[config.mk]
export PLATFORM = sky130hd
export DESIGN_NAME = dmem_arbiter_flat
export DESIGN_NICKNAME = d
export VERILOG_FILES = /design/src/rtl/dmem_arbiter_pkg.sv /design/src/rtl/dmem_arbiter_if.sv /design/src/rtl/dmem_arb_starve.sv /design/src/rtl/dmem_arbiter.sv /design/src/flat_wrapper.sv
export SDC_FILE = /design/constraint.sdc
export NUM_CORES = 1
export LEC_CHECK = 0
export BUFFER_PORTS_ARGS = -buffer_cell sky130_fd_sc_hd__buf_2
export CAP_MARGIN = 20
export CORE_AREA = 3 3 115 117
export CTS_CLUSTER_DIAMETER = 40
export DETAILED_ROUTE_END_ITERATION = 7
export DIE_AREA = 0 0 118 120
export PLACE_DENSITY_LB_ADDON = 0.05
export SLEW_MARGIN = 20
export SYNTH_ARGS = -nofsm -noshare
export SYNTH_HDL_FRONTEND = slang
export SYNTH_SLANG_ARGS = --single-unit
[constraint.sdc]
create_clock -name clk_i -period 3.1 [get_ports clk_i]
set_input_delay 0.465 -clock clk_i [delete_from_list [all_inputs] [get_ports clk_i]]
set_output_delay 0.465 -clock clk_i [all_outputs]
set_load 0.05 [all_outputs]
[src/rtl/dmem_arbiter_pkg.sv]
// ---------------------------------------------------------------------------
// dmem_arbiter_pkg
// Shared definitions for the two-port data-memory arbiter:
//   - default word width for data and address buses
//   - width of the port-1 starvation counter
//   - arbiter FSM state encoding (FREE / LOCK1)
//   - read-return owner ids (PORT0 / PORT1)
//   - saturating next-value helper for the starvation counter
// ---------------------------------------------------------------------------
package dmem_arbiter_pkg;

    localparam int WORD_W       = 32;
    localparam int STARVE_CNT_W = 4;

    typedef enum logic {
        ARB_FREE  = 1'b0,
        ARB_LOCK1 = 1'b1
    } arb_state_e;

    typedef enum logic {
        ARB_PORT0 = 1'b0,
        ARB_PORT1 = 1'b1
    } arb_port_e;

    // Next value of the starvation counter: counts up while port 1 is
    // starved and sticks at the threshold; any non-starved cycle clears it.
    function automatic logic [STARVE_CNT_W-1:0] starve_next(
        input logic [STARVE_CNT_W-1:0] cnt,
        input logic [STARVE_CNT_W-1:0] max,
        input logic                    starved
    );
        logic [STARVE_CNT_W-1:0] nxt;
        if (!starved) begin
            nxt = '0;
        end else if (cnt >= max) begin
            nxt = max;
        end else begin
            nxt = cnt + 1'b1;
        end
        return nxt;
    endfunction

endpackage

[src/rtl/dmem_arbiter_if.sv]
// ---------------------------------------------------------------------------
// dmem_arbiter_if / dmem_mem_if
// Bus bundles used by the data-memory arbiter.
//
// dmem_arbiter_if : one requester port (core LSU or loader/debug DMA)
//   req    requester -> arbiter  access request, held until granted
//   we     requester -> arbiter  write (1) / read (0)
//   addr   requester -> arbiter  word address
//   wdata  requester -> arbiter  write data
//   gnt    arbiter -> requester  access accepted this cycle (combinational)
//   rvalid arbiter -> requester  read data valid (one cycle after grant)
//   rdata  arbiter -> requester  read data, zero when rvalid is low
//   modports: master (requester side), slave (arbiter side)
//
// dmem_mem_if : single-port DataMem with 1-cycle registered read
//   we/re/addr/wdata  arbiter -> memory
//   rdata             memory -> arbiter
//   modports: master (arbiter side), slave (memory side)
// ---------------------------------------------------------------------------
interface dmem_arbiter_if
    import dmem_arbiter_pkg::*;
#(
    parameter int DATA_W = WORD_W,
    parameter int ADDR_W = WORD_W
) ();

    logic              req;
    logic              we;
    logic [ADDR_W-1:0] addr;
    logic [DATA_W-1:0] wdata;
    logic              gnt;
    logic              rvalid;
    logic [DATA_W-1:0] rdata;

    modport master (
        output req, we, addr, wdata,
        input  gnt, rvalid, rdata
    );

    modport slave (
        input  req, we, addr, wdata,
        output gnt, rvalid, rdata
    );

endinterface

interface dmem_mem_if
    import dmem_arbiter_pkg::*;
#(
    parameter int DATA_W = WORD_W,
    parameter int ADDR_W = WORD_W
) ();

    logic              we;
    logic              re;
    logic [ADDR_W-1:0] addr;
    logic [DATA_W-1:0] wdata;
    logic [DATA_W-1:0] rdata;

    modport master (
        output we, re, addr, wdata,
        input  rdata
    );

    modport slave (
        input  we, re, addr, wdata,
        output rdata
    );

endinterface

[src/rtl/dmem_arb_starve.sv]
// ---------------------------------------------------------------------------
// dmem_arb_starve
// Port-1 starvation tracker. Counts consecutive cycles in which port 1 is
// requesting but not granted, saturating at STARVE_MAX, and flags when the
// threshold is reached so the arbiter can force a port-1 grant.
//
// Ports:
//   clk_i   in   clock, all state on posedge
//   rst_ni  in   synchronous reset, active-low
//   req_i   in   port 1 request
//   gnt_i   in   port 1 grant (this cycle)
//   hit_o   out  counter has reached STARVE_MAX (registered)
// ---------------------------------------------------------------------------
module dmem_arb_starve
    import dmem_arbiter_pkg::*;
#(
    parameter int STARVE_MAX = 4
) (
    input  logic clk_i,
    input  logic rst_ni,
    input  logic req_i,
    input  logic gnt_i,
    output logic hit_o
);

    localparam logic [STARVE_CNT_W-1:0] MaxCnt = STARVE_CNT_W'(STARVE_MAX);

    logic [STARVE_CNT_W-1:0] cnt_q;
    logic [STARVE_CNT_W-1:0] cnt_d;

    always_comb begin
        cnt_d = starve_next(cnt_q, MaxCnt, req_i & ~gnt_i);
    end

    always_ff @(posedge clk_i) begin
        if (!rst_ni) begin
            cnt_q <= '0;
        end else begin
            cnt_q <= cnt_d;
        end
    end

    // Registered compare keeps the grant path free of the counter adder.
    assign hit_o = (cnt_q == MaxCnt);

endmodule

[src/rtl/dmem_arbiter.sv]
// ---------------------------------------------------------------------------
// dmem_arbiter
// Two-port arbiter/sequencer in front of a single-port DataMem with a
// 1-cycle registered read. Port 0 is the core load/store unit, port 1 the
// loader/debug DMA. One access is granted per cycle, read data is routed
// back to the port that issued the read, port-1 starvation is bounded by
// STARVE_MAX, and port 1 may lock the memory across a burst.
//
// Parameters:
//   DATA_W      data word width
//   ADDR_W      address width
//   STARVE_MAX  max consecutive denied cycles for a requesting port 1 (1..15)
//
// Ports:
//   clk_i      in     clock, all state on posedge
//   rst_ni     in     synchronous reset, active-low
//   m0_if      slave  port 0 requester bundle (req/we/addr/wdata/gnt/rvalid/rdata)
//   m1_if      slave  port 1 requester bundle (same signals)
//   m1_lock_i  in     port 1 requests exclusive ownership while asserted
//   mem_if     master DataMem bundle (we/re/addr/wdata out, rdata in)
// ---------------------------------------------------------------------------
module dmem_arbiter
    import dmem_arbiter_pkg::*;
#(
    parameter int DATA_W     = WORD_W,
    parameter int ADDR_W     = WORD_W,
    parameter int STARVE_MAX = 4
) (
    input  logic                  clk_i,
    input  logic                  rst_ni,
    dmem_arbiter_if.slave         m0_if,
    dmem_arbiter_if.slave         m1_if,
    input  logic                  m1_lock_i,
    dmem_mem_if.master            mem_if
);

    arb_state_e state_q;
    arb_state_e state_d;

    logic       gnt0;
    logic       gnt1;
    logic       starve_hit;

    logic       rd_pend_q;
    logic       rd_pend_d;
    arb_port_e  rd_owner_q;
    arb_port_e  rd_owner_d;

    logic       rvalid0;
    logic       rvalid1;

    // ---------------------------------------------------------------------
    // Starvation tracking for port 1
    // ---------------------------------------------------------------------
    dmem_arb_starve #(
        .STARVE_MAX (STARVE_MAX)
    ) u_starve (
        .clk_i  (clk_i),
        .rst_ni (rst_ni),
        .req_i  (m1_if.req),
        .gnt_i  (gnt1),
        .hit_o  (starve_hit)
    );

    // ---------------------------------------------------------------------
    // FSM: state register
    // ---------------------------------------------------------------------
    always_ff @(posedge clk_i) begin
        if (!rst_ni) begin
            state_q <= ARB_FREE;
        end else begin
            state_q <= state_d;
        end
    end

    // ---------------------------------------------------------------------
    // FSM: next state and grant decision
    // Grants are forced low during reset so nothing reaches memory while
    // the state registers still hold pre-reset values.
    // ---------------------------------------------------------------------
    always_comb begin
        state_d = state_q;
        gnt0    = 1'b0;
        gnt1    = 1'b0;

        if (rst_ni) begin
            unique case (state_q)
                ARB_FREE: begin
                    // Port 1 wins when port 0 is idle or when it has been
                    // denied STARVE_MAX cycles in a row; otherwise port 0.
                    if (m1_if.req && (!m0_if.req || starve_hit)) begin
                        gnt1 = 1'b1;
                    end else begin
                        gnt0 = m0_if.req;
                    end
                    if (gnt1 && m1_lock_i) begin
                        state_d = ARB_LOCK1;
                    end
                end
                ARB_LOCK1: begin
                    // Port 0 is shut out for the whole locked burst,
                    // including the cycle in which the lock drops.
                    gnt1 = m1_if.req;
                    if (!m1_lock_i) begin
                        state_d = ARB_FREE;
                    end
                end
                default: begin
                    state_d = ARB_FREE;
                end
            endcase
        end
    end

    assign m0_if.gnt = gnt0;
    assign m1_if.gnt = gnt1;

    // ---------------------------------------------------------------------
    // Memory drive: winner's request is muxed onto the memory port. With
    // no winner the address/data follow port 0 and are don't-care.
    // ---------------------------------------------------------------------
    always_comb begin
        mem_if.we    = (gnt0 &  m0_if.we) | (gnt1 &  m1_if.we);
        mem_if.re    = (gnt0 & ~m0_if.we) | (gnt1 & ~m1_if.we);
        mem_if.addr  = gnt1 ? m1_if.addr  : m0_if.addr;
        mem_if.wdata = gnt1 ? m1_if.wdata : m0_if.wdata;
    end

    // ---------------------------------------------------------------------
    // Read-return tracking: remember who issued the read so the memory's
    // registered data one cycle later can be steered to that port.
    // ---------------------------------------------------------------------
    always_comb begin
        rd_pend_d  = mem_if.re;
        rd_owner_d = gnt1 ? ARB_PORT1 : ARB_PORT0;
    end

    always_ff @(posedge clk_i) begin
        if (!rst_ni) begin
            rd_pend_q  <= 1'b0;
            rd_owner_q <= ARB_PORT0;
        end else begin
            rd_pend_q  <= rd_pend_d;
            rd_owner_q <= rd_owner_d;
        end
    end

    // A read granted just before reset asserts must not surface as rvalid
    // during the reset cycle, hence the rst_ni qualification.
    assign rvalid0 = rst_ni & rd_pend_q & (rd_owner_q == ARB_PORT0);
    assign rvalid1 = rst_ni & rd_pend_q & (rd_owner_q == ARB_PORT1);

    assign m0_if.rvalid = rvalid0;
    assign m1_if.rvalid = rvalid1;
    assign m0_if.rdata  = rvalid0 ? mem_if.rdata : '0;
    assign m1_if.rdata  = rvalid1 ? mem_if.rdata : '0;

endmodule

[src/flat_wrapper.sv]
// flat-port wrapper written by rule: the top's interface ports become plain ports
module dmem_arbiter_flat import dmem_arbiter_pkg::*;
#(
    parameter int DATA_W     = WORD_W,
    parameter int ADDR_W     = WORD_W,
    parameter int STARVE_MAX = 4
)
  (clk_i, rst_ni, m1_lock_i, m0_if_req, m0_if_we, m0_if_addr, m0_if_wdata, m0_if_gnt, m0_if_rvalid, m0_if_rdata, m1_if_req, m1_if_we, m1_if_addr, m1_if_wdata, m1_if_gnt, m1_if_rvalid, m1_if_rdata, mem_if_we, mem_if_re, mem_if_addr, mem_if_wdata, mem_if_rdata);
  dmem_arbiter_if #(.DATA_W(DATA_W), .ADDR_W(ADDR_W)) m0_if_i ();
  dmem_arbiter_if #(.DATA_W(DATA_W), .ADDR_W(ADDR_W)) m1_if_i ();
  dmem_mem_if #(.DATA_W(DATA_W), .ADDR_W(ADDR_W)) mem_if_i ();
  input  logic clk_i;
  input  logic rst_ni;
  input  logic m1_lock_i;
  input wire logic [$bits(m0_if_i.req)-1:0] m0_if_req;
  input wire logic [$bits(m0_if_i.we)-1:0] m0_if_we;
  input wire logic [$bits(m0_if_i.addr)-1:0] m0_if_addr;
  input wire logic [$bits(m0_if_i.wdata)-1:0] m0_if_wdata;
  output wire logic [$bits(m0_if_i.gnt)-1:0] m0_if_gnt;
  output wire logic [$bits(m0_if_i.rvalid)-1:0] m0_if_rvalid;
  output wire logic [$bits(m0_if_i.rdata)-1:0] m0_if_rdata;
  input wire logic [$bits(m1_if_i.req)-1:0] m1_if_req;
  input wire logic [$bits(m1_if_i.we)-1:0] m1_if_we;
  input wire logic [$bits(m1_if_i.addr)-1:0] m1_if_addr;
  input wire logic [$bits(m1_if_i.wdata)-1:0] m1_if_wdata;
  output wire logic [$bits(m1_if_i.gnt)-1:0] m1_if_gnt;
  output wire logic [$bits(m1_if_i.rvalid)-1:0] m1_if_rvalid;
  output wire logic [$bits(m1_if_i.rdata)-1:0] m1_if_rdata;
  output wire logic [$bits(mem_if_i.we)-1:0] mem_if_we;
  output wire logic [$bits(mem_if_i.re)-1:0] mem_if_re;
  output wire logic [$bits(mem_if_i.addr)-1:0] mem_if_addr;
  output wire logic [$bits(mem_if_i.wdata)-1:0] mem_if_wdata;
  input wire logic [$bits(mem_if_i.rdata)-1:0] mem_if_rdata;
  assign m0_if_i.req = m0_if_req;
  assign m0_if_i.we = m0_if_we;
  assign m0_if_i.addr = m0_if_addr;
  assign m0_if_i.wdata = m0_if_wdata;
  assign m0_if_gnt = m0_if_i.gnt;
  assign m0_if_rvalid = m0_if_i.rvalid;
  assign m0_if_rdata = m0_if_i.rdata;
  assign m1_if_i.req = m1_if_req;
  assign m1_if_i.we = m1_if_we;
  assign m1_if_i.addr = m1_if_addr;
  assign m1_if_i.wdata = m1_if_wdata;
  assign m1_if_gnt = m1_if_i.gnt;
  assign m1_if_rvalid = m1_if_i.rvalid;
  assign m1_if_rdata = m1_if_i.rdata;
  assign mem_if_we = mem_if_i.we;
  assign mem_if_re = mem_if_i.re;
  assign mem_if_addr = mem_if_i.addr;
  assign mem_if_wdata = mem_if_i.wdata;
  assign mem_if_i.rdata = mem_if_rdata;
  dmem_arbiter #(.DATA_W(DATA_W), .ADDR_W(ADDR_W), .STARVE_MAX(STARVE_MAX)) u_core (.clk_i(clk_i), .rst_ni(rst_ni), .m0_if(m0_if_i), .m1_if(m1_if_i), .m1_lock_i(m1_lock_i), .mem_if(mem_if_i));
endmodule
* After elaboration in Yosys (flattened, before gate mapping) *
Cells that the tools add are included.
Widths: inputs -> output; s select.

storage, ports and cells
  bits in writable memories = 0
  memories = 0
  bits in latches = 0
  output and inout port bits = 134
  word-level logic and storage cells = 48
  ROM bits = 0
  input bits = 167
  register bits = 7

operators by class
  shifts and indexed selects = 0
  bitwise logic cells = 17
  divide/modulo/power cells = 0
  equality and inequality tests = 1
  mux-type cells = 17
  magnitude comparators = 1
  add/subtract/negate cells = 1
  reductions and logical operators = 6
  $mul = 0

operators by type and width
  operator             number
  $mux 32              4
  $mux 1               10
  $and 1x1->1          8
  $not 1->1            7
  $add 4x1->4 const B  1
  $eq 4x3->1 const B   1
  $ge 4x3->1 const B   1
  $pmux 1 s2           2
  $mux 3               1
  $reduce_or 3->1      1
  $logic_and 1x1->1    2
  $or 1x1->1           2
  $reduce_and 2->1     1
  $logic_not 1->1      1
  $logic_or 1x1->1     1

* Longest topological paths before layout *
Gate-level depths: netlist of the first run.

  word-level depth = 12
  depth in mapped cells = 7
  gate-level depth less buffers = 5

* By module *
A second synthesis of the first run with hierarchy kept.

unflattened totals
  cell total of the unflattened synthesis = 178
  area, all modules = 1530.2 um^2

by module, submodules not included
  module           times used  cells an instance  area an instance (um^2)  seq. area each (um^2)
  dmem_arbiter     1           162                1356.3                   60.1
  dmem_arb_starve  1           16                 173.9                    80.1

* Worst setup path after synthesis of the first run *
Ideal clock, no wire load.

  path type = reg-to-output
  from = register u_core.u_starve.cnt_q[0]
  to = output mem_if_re
  data arrival time = 2.031 ns
  setup slack = 0.604 ns
  path buffers = 0
  required time = 2.635 ns
  cell stages (with the launch flop) = 6
  cell sequence = dfxtp_1 inv_1 ha_1 and3b_1 nor2_1 o32ai_1

on the way
  cells in the longest elaborated chain, start to end = 10
  elaborated cells on any way between the ends = 14
  those cells by class = 1 x eq/ne; 8 x mux; 3 x bitwise; 2 x reduce/logical

RTL lines
  item                      line                   text
  start: declaration        dmem_arb_starve.sv:28  logic [STARVE_CNT_W-1:0] cnt_q;
  start signal: assignment  dmem_arb_starve.sv:39  cnt_q <= cnt_d;
  $eq 4x3->1 *              dmem_arb_starve.sv:44  assign hit_o = (cnt_q == MaxCnt);
  $logic_or 1x1->1 *        dmem_arbiter.sv:91     if (m1_if.req && (!m0_if.req || starve_hit)) begin
  $logic_and 1x1->1 *       dmem_arbiter.sv:91
  $mux 1                    dmem_arbiter.sv:91
  $mux 1                    dmem_arbiter.sv:87     unique case (state_q)
  $mux 1                    dmem_arbiter.sv:86     if (rst_ni) begin
  $pmux 1 s2                dmem_arbiter.sv:87
  $mux 1                    dmem_arbiter.sv:86
  $and 1x1->1               dmem_arbiter.sv:124    mem_if.re = (gnt0 & ~m0_if.we) | (gnt1 & ~m1_if.we);
  $or 1x1->1 *              dmem_arbiter.sv:124
  end: declaration          flat_wrapper.sv:30     output wire logic [$bits(mem_if_i.re)-1:0] mem_if_re;

Every way passes the cells marked *; elsewhere a longest branch is shown, timed or not. The select of a mux whose other input is x is not followed.

* Worst setup path in the final report of the first run *
  from = register u_core.u_starve.cnt_q[0]
  to = output mem_if_addr[24]

on the way
  cells in the longest elaborated chain, start to end = 9

RTL lines
  item               line                   text
  $eq 4x3->1         dmem_arb_starve.sv:44
  $logic_or 1x1->1   dmem_arbiter.sv:91
  $logic_and 1x1->1  dmem_arbiter.sv:91
  $mux 1             dmem_arbiter.sv:91
  $mux 1             dmem_arbiter.sv:87
  $mux 1             dmem_arbiter.sv:86
  $pmux 1 s2         dmem_arbiter.sv:87
  $mux 1             dmem_arbiter.sv:86
  $mux 32            dmem_arbiter.sv:125    mem_if.addr = gnt1 ? m1_if.addr : m0_if.addr;
  end: declaration   flat_wrapper.sv:31     output wire logic [$bits(mem_if_i.addr)-1:0] mem_if_addr;

No other way between the ends. The select of a mux whose other input is x is not followed.

==> flow_summary.ini, run 1 <==
[clocking]
cts_sinks = 7
clk_pin_slew_worst_paths_ns = 0.04
post_cts_buffers = 0
cts.repair.resized = 0
max-clock-path-buffers = 2
numCtsBuffers = 3
insertion_delay_ns = 0.23
cts-root-buf = clkbuf_16
htree_levels = 1
tritoncts = done
cts_hold_buf = 0

[finish]
finalNetCount = 644
area_delta_synth_final_pct = 103
antennaDiodeCount = 0
layout-drive-gt1-share_pct = 78.7

[route]
drt_iter0_drc = 44
drc = 0
ant_nets = 0
route.vias.total = 2407
wl_per_cell_um = 15.2
routed_via_density = 3.73
totalWireLength_um = 9830
dr.pass1.iters = 4

[timing]
setup-violations-final = 0
fmax_ghz = 0.377
drv_slew = 0
setup_slack_ns = 0.448
period_share_pct = 85.5
finalSetupTns_ns = 0
rsz0062_at_grt = false
final-hold-violation-count = 0
fin_skew_ns = 0.00180
min_period_ns = 2.65

[power_and_ir_drop]
finalPower_mw = 0.938
max-vdd-ir-drop_uv = 115
leakagePower_nw = 2.17
p_per_area_nw_per_um2 = 273

[global_route]
overflow = 0
met1_usage_pct = 12.7
grtUsageMet2_pct = 26.3
gr-usage-met3_pct = 3.72
grt_pass1_wl_um = 14200
globalRouteTotalUtil_pct = 12.8
grt_max_degree = 38
antenna_found_initial = 0
top_usage_layer = met2
grt_pass1_vias = 2407

[setup_path]
end_kind = primary output
required_ns = 2.63
startpoint_type = flop
r2r_cells = 6
critical_path.max_fanout = 29
arrival_ns = 2.19
crit_type = reg -> out

[floorplanning]
rows = 41
dieWidth_um = 118
fp.coreArea_um2 = 12500
die-area_um2 = 14200
die_h_um = 120
start_util_pct = 13.6
io_pins = 301

[synthesis]
yosys.area_share.simple_pct = 28.7
yosys_warnings = 0
synth_fa_ha_area_share_pct = 1.48
ys_types = 25
synth_largest_area_cell = mux2_4
syn_area_um2 = 1700
synth_top_area_share_pct = 33.7
synth_top_family_by_area = multiplexers
syn_nets = 348
synthXorXnorAreaFrac_pct = 0
syn_inst = 179
yosys-top-cells-area = mux2_4 (34%), and2_1 (24%), mux2_2 (17%)
ys_ff_latch = 7
synth_mux_area_share_pct = 50.9
synth_compound_area_share_pct = 3.39
yosysSeqAreaShare_pct = 8.27
postSynthAreaPerCell_um2 = 9.47

[place]
gp_congestion = 0.956
place_hpwl_um = 8810
portBuffers = 300
pre_cts_slack_ns = 0.685

[worst_hold_path]
min_path_cells = 2
hp-class = in -> reg

[status]
status = finished, final reports clean

[flow_run]
drv_cap = 0
## worst max-delay path, cell delays in order, from the launching register on
cell and delay (ns):
dfxtp_1 0.33, inv_1 0.05, ha_1 0.18, and3b_1 0.22
o21ai_4 0.17, buf_4 0.39, mux2_2 0.39, buf_2 0.21
## cells in the mapped netlist (all sizes together)
| cell | instances |
|---|---|
| conb | 1 |
| clkbuf | 6 |
| nor2 | 4 |
| o21ai | 1 |
| o22ai | 1 |
| nand2 | 4 |
| mux2 | 64 |
| nand2b | 1 |
| o311a | 1 |
| inv | 5 |
| o211ai | 1 |
| a21o | 1 |
| dfxtp | 7 |
| o32ai | 2 |
| nor4 | 1 |
| and3b | 1 |
| or2b | 1 |
| buf | 7 |
| and3 | 1 |
| and2 | 67 |
| ha | 2 |
## flip-flops by register name, summed over array words and instances (netlist names)
signal                 flops
u_core.u_starve.cnt_q      4
u_core.rd_owner_q          1
u_core.rd_pend_q           1
u_core.state_q             1
## where the power goes
part | internal [mW] | switching [mW] | leakage, nW | total [mW]
combinational | 0.219 | 0.403 | 2.08 | 0.623
clock | 0.171 | 0.0483 | 0.0382 | 0.219
sequential | 0.0941 | 0.00191 | 0.0574 | 0.0960
total | 0.484 | 0.454 | 2.17 | 0.938
## per-layer routing
metal | wire [um] | up-vias
li1 | - | 1193
met1 | 3290 | 1039
met2 | 5490 | 169
met3 | 938 | 6
met4 | 111 | 0
met5 | 0 | -
## cells in the final DEF (no fill, tap or decap), drive strengths merged
cell type	Yosys	layout
nand2	4	4
mux2	64	64
o211ai	1	1
o22ai	1	1
and3	1	1
or2b	1	1
a21o	1	1
o21ai	1	1
conb	1	1
buf	7	304
nor2	4	4
inv	5	5
and3b	1	1
o311a	1	1
nor4	1	1
clkbuf	6	4
nand2b	1	1
and2	67	67
o32ai	2	2
ha	2	2
dfxtp	7	7
## final cells by class
type	count	area [um^2]
clock buffer	4	78.8
fill	1382	9020
inverter	5	18.8
multi-input combinational	154	1440
sequential	7	140
tap	172	215
timing repair buffer	304	1540
## path summary, 6_finish.rpt
| kind | to | from | slack (ns) |
|---|---|---|---|
| max reg2reg | u_core.rd_owner_q$_SDFF_PN0_ | u_core.u_starve.cnt_q[0]$_SDFF_PP0_ | 1.69 |
| min reg2reg | u_core.u_starve.cnt_q[0]$_SDFF_PP0_ | u_core.u_starve.cnt_q[0]$_SDFF_PP0_ | 0.52 |
| min | u_core.rd_pend_q$_SDFF_PN0_ | m1_if_we | 0.47 |
| max | mem_if_addr[24] | u_core.u_starve.cnt_q[0]$_SDFF_PP0_ | 0.45 |
## cells by family (layout without fill, tap and decap cells)
kind of cell	Yosys count	after routing
other	1	1
flip-flops	7	7
adder cells (fa/ha/maj)	2	2
buffers and inverters	18	313
AO/OA/AOI/OAI	7	7
multiplexers	64	64
AND/OR/NAND/NOR	80	80
## metrics by stage
stage	instances	cell area (um^2)	utilization, %	hold WS (ns)
2_1_floorplan	179	1700	-	0.479
3_3_place_gp	642	3360	27.0	0.511
3_5_place_dp	642	3360	27.0	0.506
4_1_cts	646	3440	27.6	0.467
5_1_grt	646	3440	27.6	0.485
6_report	646	3440	27.6	0.472
No activity file was read; power rests on OpenSTA's default activity.
==> run 2: changes to the inputs <==
--- a/config.mk
+++ b/config.mk
@@ -7,10 +7,10 @@
 export LEC_CHECK = 0
 export BUFFER_PORTS_ARGS = -buffer_cell sky130_fd_sc_hd__buf_2
 export CAP_MARGIN = 20
-export CORE_AREA = 3 3 115 117
+export CORE_AREA = 3 3 114 116
 export CTS_CLUSTER_DIAMETER = 40
 export DETAILED_ROUTE_END_ITERATION = 7
-export DIE_AREA = 0 0 118 120
+export DIE_AREA = 0 0 117 119
 export PLACE_DENSITY_LB_ADDON = 0.05
 export SLEW_MARGIN = 20
 export SYNTH_ARGS = -nofsm -noshare
==> constraint.sdc (replaced) <==
create_clock -name clk_i -period 2.68 [get_ports clk_i]
set_input_delay 0.402 -clock clk_i [delete_from_list [all_inputs] [get_ports clk_i]]
set_output_delay 0.402 -clock clk_i [all_outputs]
set_load 0.05 [all_outputs]
==> run 2 against run 1 <==
Sequential power rose by 16%. Non-clock buffer count stayed put. Sequential cell count did not move. Routed wire length decreased by 12%. Clock-buffer cell count did not move. Largest power group unchanged.
==> flow_summary.ini, run 2 (synthesized netlist as in run 1, its figures left out) <==
[floorplanning]
fp.coreArea_um2 = 12000
dieWidth_um = 117
io_pins = 301
die_h_um = 119
start_util_pct = 14.1
rows = 40
die-area_um2 = 13900

[clocking]
post_cts_buffers = 0
cts.repair.resized = 0
numCtsBuffers = 3
max-clock-path-buffers = 2
cts_hold_buf = 0
cts-root-buf = clkbuf_16
htree_levels = 1
clk_pin_slew_worst_paths_ns = 0.04
insertion_delay_ns = 0.23
tritoncts = done
cts_sinks = 7

[global_route]
antenna_found_initial = 0
grt_pass1_wl_um = 11900
globalRouteTotalUtil_pct = 10.9
overflow = 0
grt_max_degree = 49
grt_pass1_vias = 2254

[setup_path]
arrival_ns = 2.14
startpoint_type = flop
critical_path.max_fanout = 48
crit_buf_inv = 3
cp_cell_sequence = inv_1 -> ha_1 -> and3b_1 -> o21ai_4 -> buf_12 -> mux2_2 -> buf_2
critPathMaxStageDelay_ns = 0.38
crit_type = reg -> out
cpLargestDelayFamily = buffers and inverters
end_kind = primary output
worst_path_max_delay_cell = mux2_2
required_ns = 2.28

[finish]
area_delta_synth_final_pct = 101
layout_common_cells = buf_2 (300), and2_1 (66), mux2_4 (38), mux2_2 (26), dfxtp_1 (7)
seqCellArea_um2 = 140
finalInstanceArea_um2 = 3410
layoutNonFillerInstCount = 621
final_common_cell = buf_2
fillers = 1298
final_util_pct = 28.4
largest_reg_flops = 4
multi_input_area_um2 = 1440
finalNetCount = 644
antennaDiodeCount = 0
layout-drive-gt1-share_pct = 78.7
largest-register = u_core.u_starve.cnt_q

[route]
drc = 0
routed_via_density = 3.76
totalWireLength_um = 8630
ant_nets = 0
wl_per_cell_um = 13.9
dr.pass1.iters = 3
drt_iter0_drc = 51
route.vias.total = 2337

[power_and_ir_drop]
leakagePower_nw = 2.17
max-vdd-ir-drop_uv = 191
p_per_area_nw_per_um2 = 314

[timing]
drv_slew = 0
period_share_pct = 94.8
fin_skew_ns = 0.00131
rsz0062_at_grt = false
finalSetupTns_ns = 0
min_period_ns = 2.54
fmax_ghz = 0.394
final-hold-violation-count = 0
setup-violations-final = 0
hold_slack_ns = 0.416

[place]
dpl.cell_count = 617
placed_area_um2 = 3330
gp_congestion = 0.780
place_hpwl_um = 7790
portBuffers = 300

[worst_hold_path]
hp-class = in -> reg

[flow_run]
drv_cap = 0

[status]
status = finished, final reports clean
[run 2: worst paths after layout]
path	from	cells after the start	to	slack [ns]
worst max register to register	u_core.u_starve.cnt_q[0]$_SDFF_PP0_	5	u_core.u_starve.cnt_q[2]$_SDFF_PN0_	1.34
worst min-delay path	m1_if_we	2	u_core.rd_pend_q$_SDFF_PN0_	0.42
worst min register to register	u_core.u_starve.cnt_q[0]$_SDFF_PP0_	2	u_core.u_starve.cnt_q[0]$_SDFF_PP0_	0.52
worst max-delay path	u_core.u_starve.cnt_q[0]$_SDFF_PP0_	7	mem_if_wdata[7]	0.14
[run 2: metal layers]
metal / routed length, um / share of wire (%) / GRT usage [%] / vias to the layer above
li1: - / - / - / 1194
met1: 2740 / 32 / 10.2 / 983
met2: 4980 / 58 / 23.3 / 156
met3: 868 / 10 / 2.34 / 4
met4: 51 / 0.59 / 1.36 / 0
met5: 0 / 0 / 0 / -
[run 2: layout make-up]
type / count / share of cell area [%]
repair buffers: 304 / 45.3
multi-input cells: 154 / 42.3
well taps: 147 / 5.39
flip-flops and latches: 7 / 4.11
clock buffers: 4 / 2.31
inverters: 5 / 0.550
[run 2: report_power, final]
group / total [mW] / switching (mW) / leakage, nW / internal, mW
combinational: 0.708 / 0.454 / 2.08 / 0.253
clock: 0.252 / 0.0540 / 0.0382 / 0.198
sequential: 0.111 / 0.00195 / 0.0574 / 0.109
total: 1.07 / 0.510 / 2.17 / 0.560
[run 2: through the flow]
step	total power, mW	setup slack, ns
2_1_floorplan	0.615	0.247
3_3_place_gp	0.829	0.395
3_5_place_dp	0.827	0.362
4_1_cts	1.09	0.116
5_1_grt	1.13	0.00774
6_report	1.07	0.139
[run 2: worst register-to-register path, cell delays in order, from the launching register on]
cell and delay (ns):
dfxtp_1 0.32, inv_1 0.06, ha_1 0.18, and3b_1 0.22, nor2_1 0.29, o311a_1 0.22
==> run 3: changes to the inputs <==
--- a/config.mk
+++ b/config.mk
@@ -5,14 +5,14 @@
 export SDC_FILE = /design/constraint.sdc
 export NUM_CORES = 1
 export LEC_CHECK = 0
-export BUFFER_PORTS_ARGS = -buffer_cell sky130_fd_sc_hd__buf_2
 export CAP_MARGIN = 20
-export CORE_AREA = 3 3 114 116
+export CORE_AREA = 3 3 115 117
 export CTS_CLUSTER_DIAMETER = 40
 export DETAILED_ROUTE_END_ITERATION = 7
-export DIE_AREA = 0 0 117 119
+export DIE_AREA = 0 0 118 120
+export DONT_BUFFER_PORTS = 1
+export HOLD_SLACK_MARGIN = 0.03
 export PLACE_DENSITY_LB_ADDON = 0.05
-export SLEW_MARGIN = 20
 export SYNTH_ARGS = -nofsm -noshare
 export SYNTH_HDL_FRONTEND = slang
 export SYNTH_SLANG_ARGS = --single-unit
==> run 3 against run 2 <==
Via count decreased by 34%. Sequential share of layout area increased by 2.2 points. Final cell count decreased by 38%. Clock-buffer cell count unchanged. Routed wire length decreased by 2.0%. Sequential cell count unchanged. Die area increased by 1.7%. Fmax increased by 3.3%. Combinational power decreased by 25%. Register-to-register slack got worse by 0.11 ns. First-iteration DRC count decreased by 20%. Largest power group unchanged.
==> flow_summary.ini, run 3 (synthesized netlist as in run 1, its figures left out) <==
[floorplanning]
rows = 41
dieWidth_um = 118
die-area_um2 = 14200
io_pins = 301
die_h_um = 120
fp.coreArea_um2 = 12500
start_util_pct = 13.6

[setup_path]
startpoint_type = flop
ff2ff_setup_slack_ns = 1.23
crit_end = mem_if_addr[31]
arrival_ns = 2.06
crit_buf_inv = 2
worstReg2RegStart = u_core.u_starve.cnt_q[0]$_SDFF_PP0_
crit_type = reg -> out
required_ns = 2.28
crit_cells = 6
cpLargestDelayFamily = multiplexers
r2r_cells = 6
critical_path.max_fanout = 46
cp-startpoint = u_core.u_starve.cnt_q[0]$_SDFF_PP0_
timing.rr.end = u_core.rd_owner_q$_SDFF_PN0_
end_kind = primary output
worst_path_max_delay_cell = mux2_2
critPathMaxStageDelay_ns = 0.51
cp_cell_sequence = inv_1 -> ha_1 -> and3b_1 -> o21ai_4 -> buf_12 -> mux2_2

[power_and_ir_drop]
max-vdd-ir-drop_uv = 156
clkPwrFrac_pct = 28.1
p_sw_share_pct = 51.5
leakagePower_nw = 1.08
p_int_mw = 0.435
comb_power_share_pct = 59.5
switching_power_mw = 0.462
seqPwrFrac_pct = 12.4
p_per_area_nw_per_um2 = 404

[route]
drt_iter0_drc = 41
wl_per_cell_um = 22.0
route.vias.total = 1545
ant_nets = 0
routed_via_density = 4.01
totalWireLength_um = 8460
dr.pass1.iters = 4
drc = 0

[finish]
area_delta_synth_final_pct = 31.1
largest-register = u_core.u_starve.cnt_q
final_common_cell = and2_1
layout_common_cells = and2_1 (66), mux2_4 (38), buf_4 (38), mux2_2 (26), dfxtp_1 (7)
finalNetCount = 379
largest_reg_flops = 4
layout-drive-gt1-share_pct = 52.6
finalInstanceArea_um2 = 2220

[clocking]
numCtsBuffers = 3
insertion_delay_ns = 0.23
tritoncts = done
cts-root-buf = clkbuf_16
post_cts_buffers = 0
cts.repair.resized = 0
cts_hold_buf = 0
cts_sinks = 7
htree_levels = 1
clk_pin_slew_worst_paths_ns = 0.04
max-clock-path-buffers = 2

[global_route]
globalRouteTotalUtil_pct = 10.6
overflow = 0
grt_max_degree = 47
grt_pass1_wl_um = 11500
antenna_found_initial = 4
grt_pass1_vias = 1713

[timing]
rsz0062_at_grt = false
tightest_slew_ns = 0.663
final-hold-violation-count = 0
fmax_ghz = 0.406
min_period_ns = 2.46
setup-violations-final = 0
finalSetupTns_ns = 0
relSlewSlack_pct = 55.8
drv_slew = 0
period_share_pct = 91.8
fin_skew_ns = 0.00190

[flow_run]
drv_cap = 0

[status]
status = finished, final reports clean

[place]
placed_area_um2 = 2130
gp_congestion = 0.845
place_hpwl_um = 7650
portBuffers = 0

[worst_hold_path]
hp-class = in -> reg
## run 3: area by class of cell
type	count	area, um^2
well taps	172	215
flip-flops and latches	7	140
multi-input cells	154	1450
repair buffers	39	305
inverters	5	18.8
clock buffers	4	78.8
fillers	1403	10200
diodes	4	10.0
## run 3: power by group through the flow
stage                     registers [mW]  clock network, mW  logic (mW)
after detailed placement           0.112                  0       0.537
final                              0.111              0.252       0.534
after floorplan                    0.112                  0       0.503
after CTS                          0.111              0.261       0.538
after global placement             0.113                  0       0.540
after global routing               0.111              0.267       0.548
## run 3: stage by stage
step	setup slack [ns]	util (%)	hold slack [ns]	instances	power, mW
finish	0.220	17.8	0.309	385	0.897
CTS	0.201	17.7	0.302	381	0.910
floorplan	0.247	-	0.479	179	0.615
global placement	0.500	17.1	0.495	377	0.652
detailed placement	0.456	17.1	0.511	377	0.649
global route	0.123	17.8	0.320	385	0.926
## run 3: metal layers
metal	share of wire, %	wire (um)	track usage (%)	vias up
li1	-	-	-	670
met1	28	2400	8.54	700
met2	60	5030	22.6	165
met3	9.7	821	3.25	10
met4	2.4	204	4.98	0
met5	0	0	0	-
## run 3: worst min-delay path by stage
stage,startpoint,end,depth (start not counted)
2_1_floorplan,u_core.u_starve.cnt_q[0]$_SDFF_PP0_,u_core.u_starve.cnt_q[0]$_SDFF_PP0_,2
3_3_place_gp,u_core.u_starve.cnt_q[0]$_SDFF_PP0_,u_core.u_starve.cnt_q[0]$_SDFF_PP0_,2
3_5_place_dp,u_core.u_starve.cnt_q[0]$_SDFF_PP0_,u_core.u_starve.cnt_q[0]$_SDFF_PP0_,2
4_1_cts,m1_if_we,u_core.rd_pend_q$_SDFF_PN0_,1
6_report,m1_if_we,u_core.rd_pend_q$_SDFF_PN0_,1
5_1_grt,m1_if_we,u_core.rd_pend_q$_SDFF_PN0_,1
## run 3: worst register-to-register path: stages, from the launching register on
cell	delay (ns)
dfxtp_1	0.33
inv_1	0.06
ha_1	0.18
and3b_1	0.23
o21ai_4	0.18
buf_12	0.29
inv_1	0.07
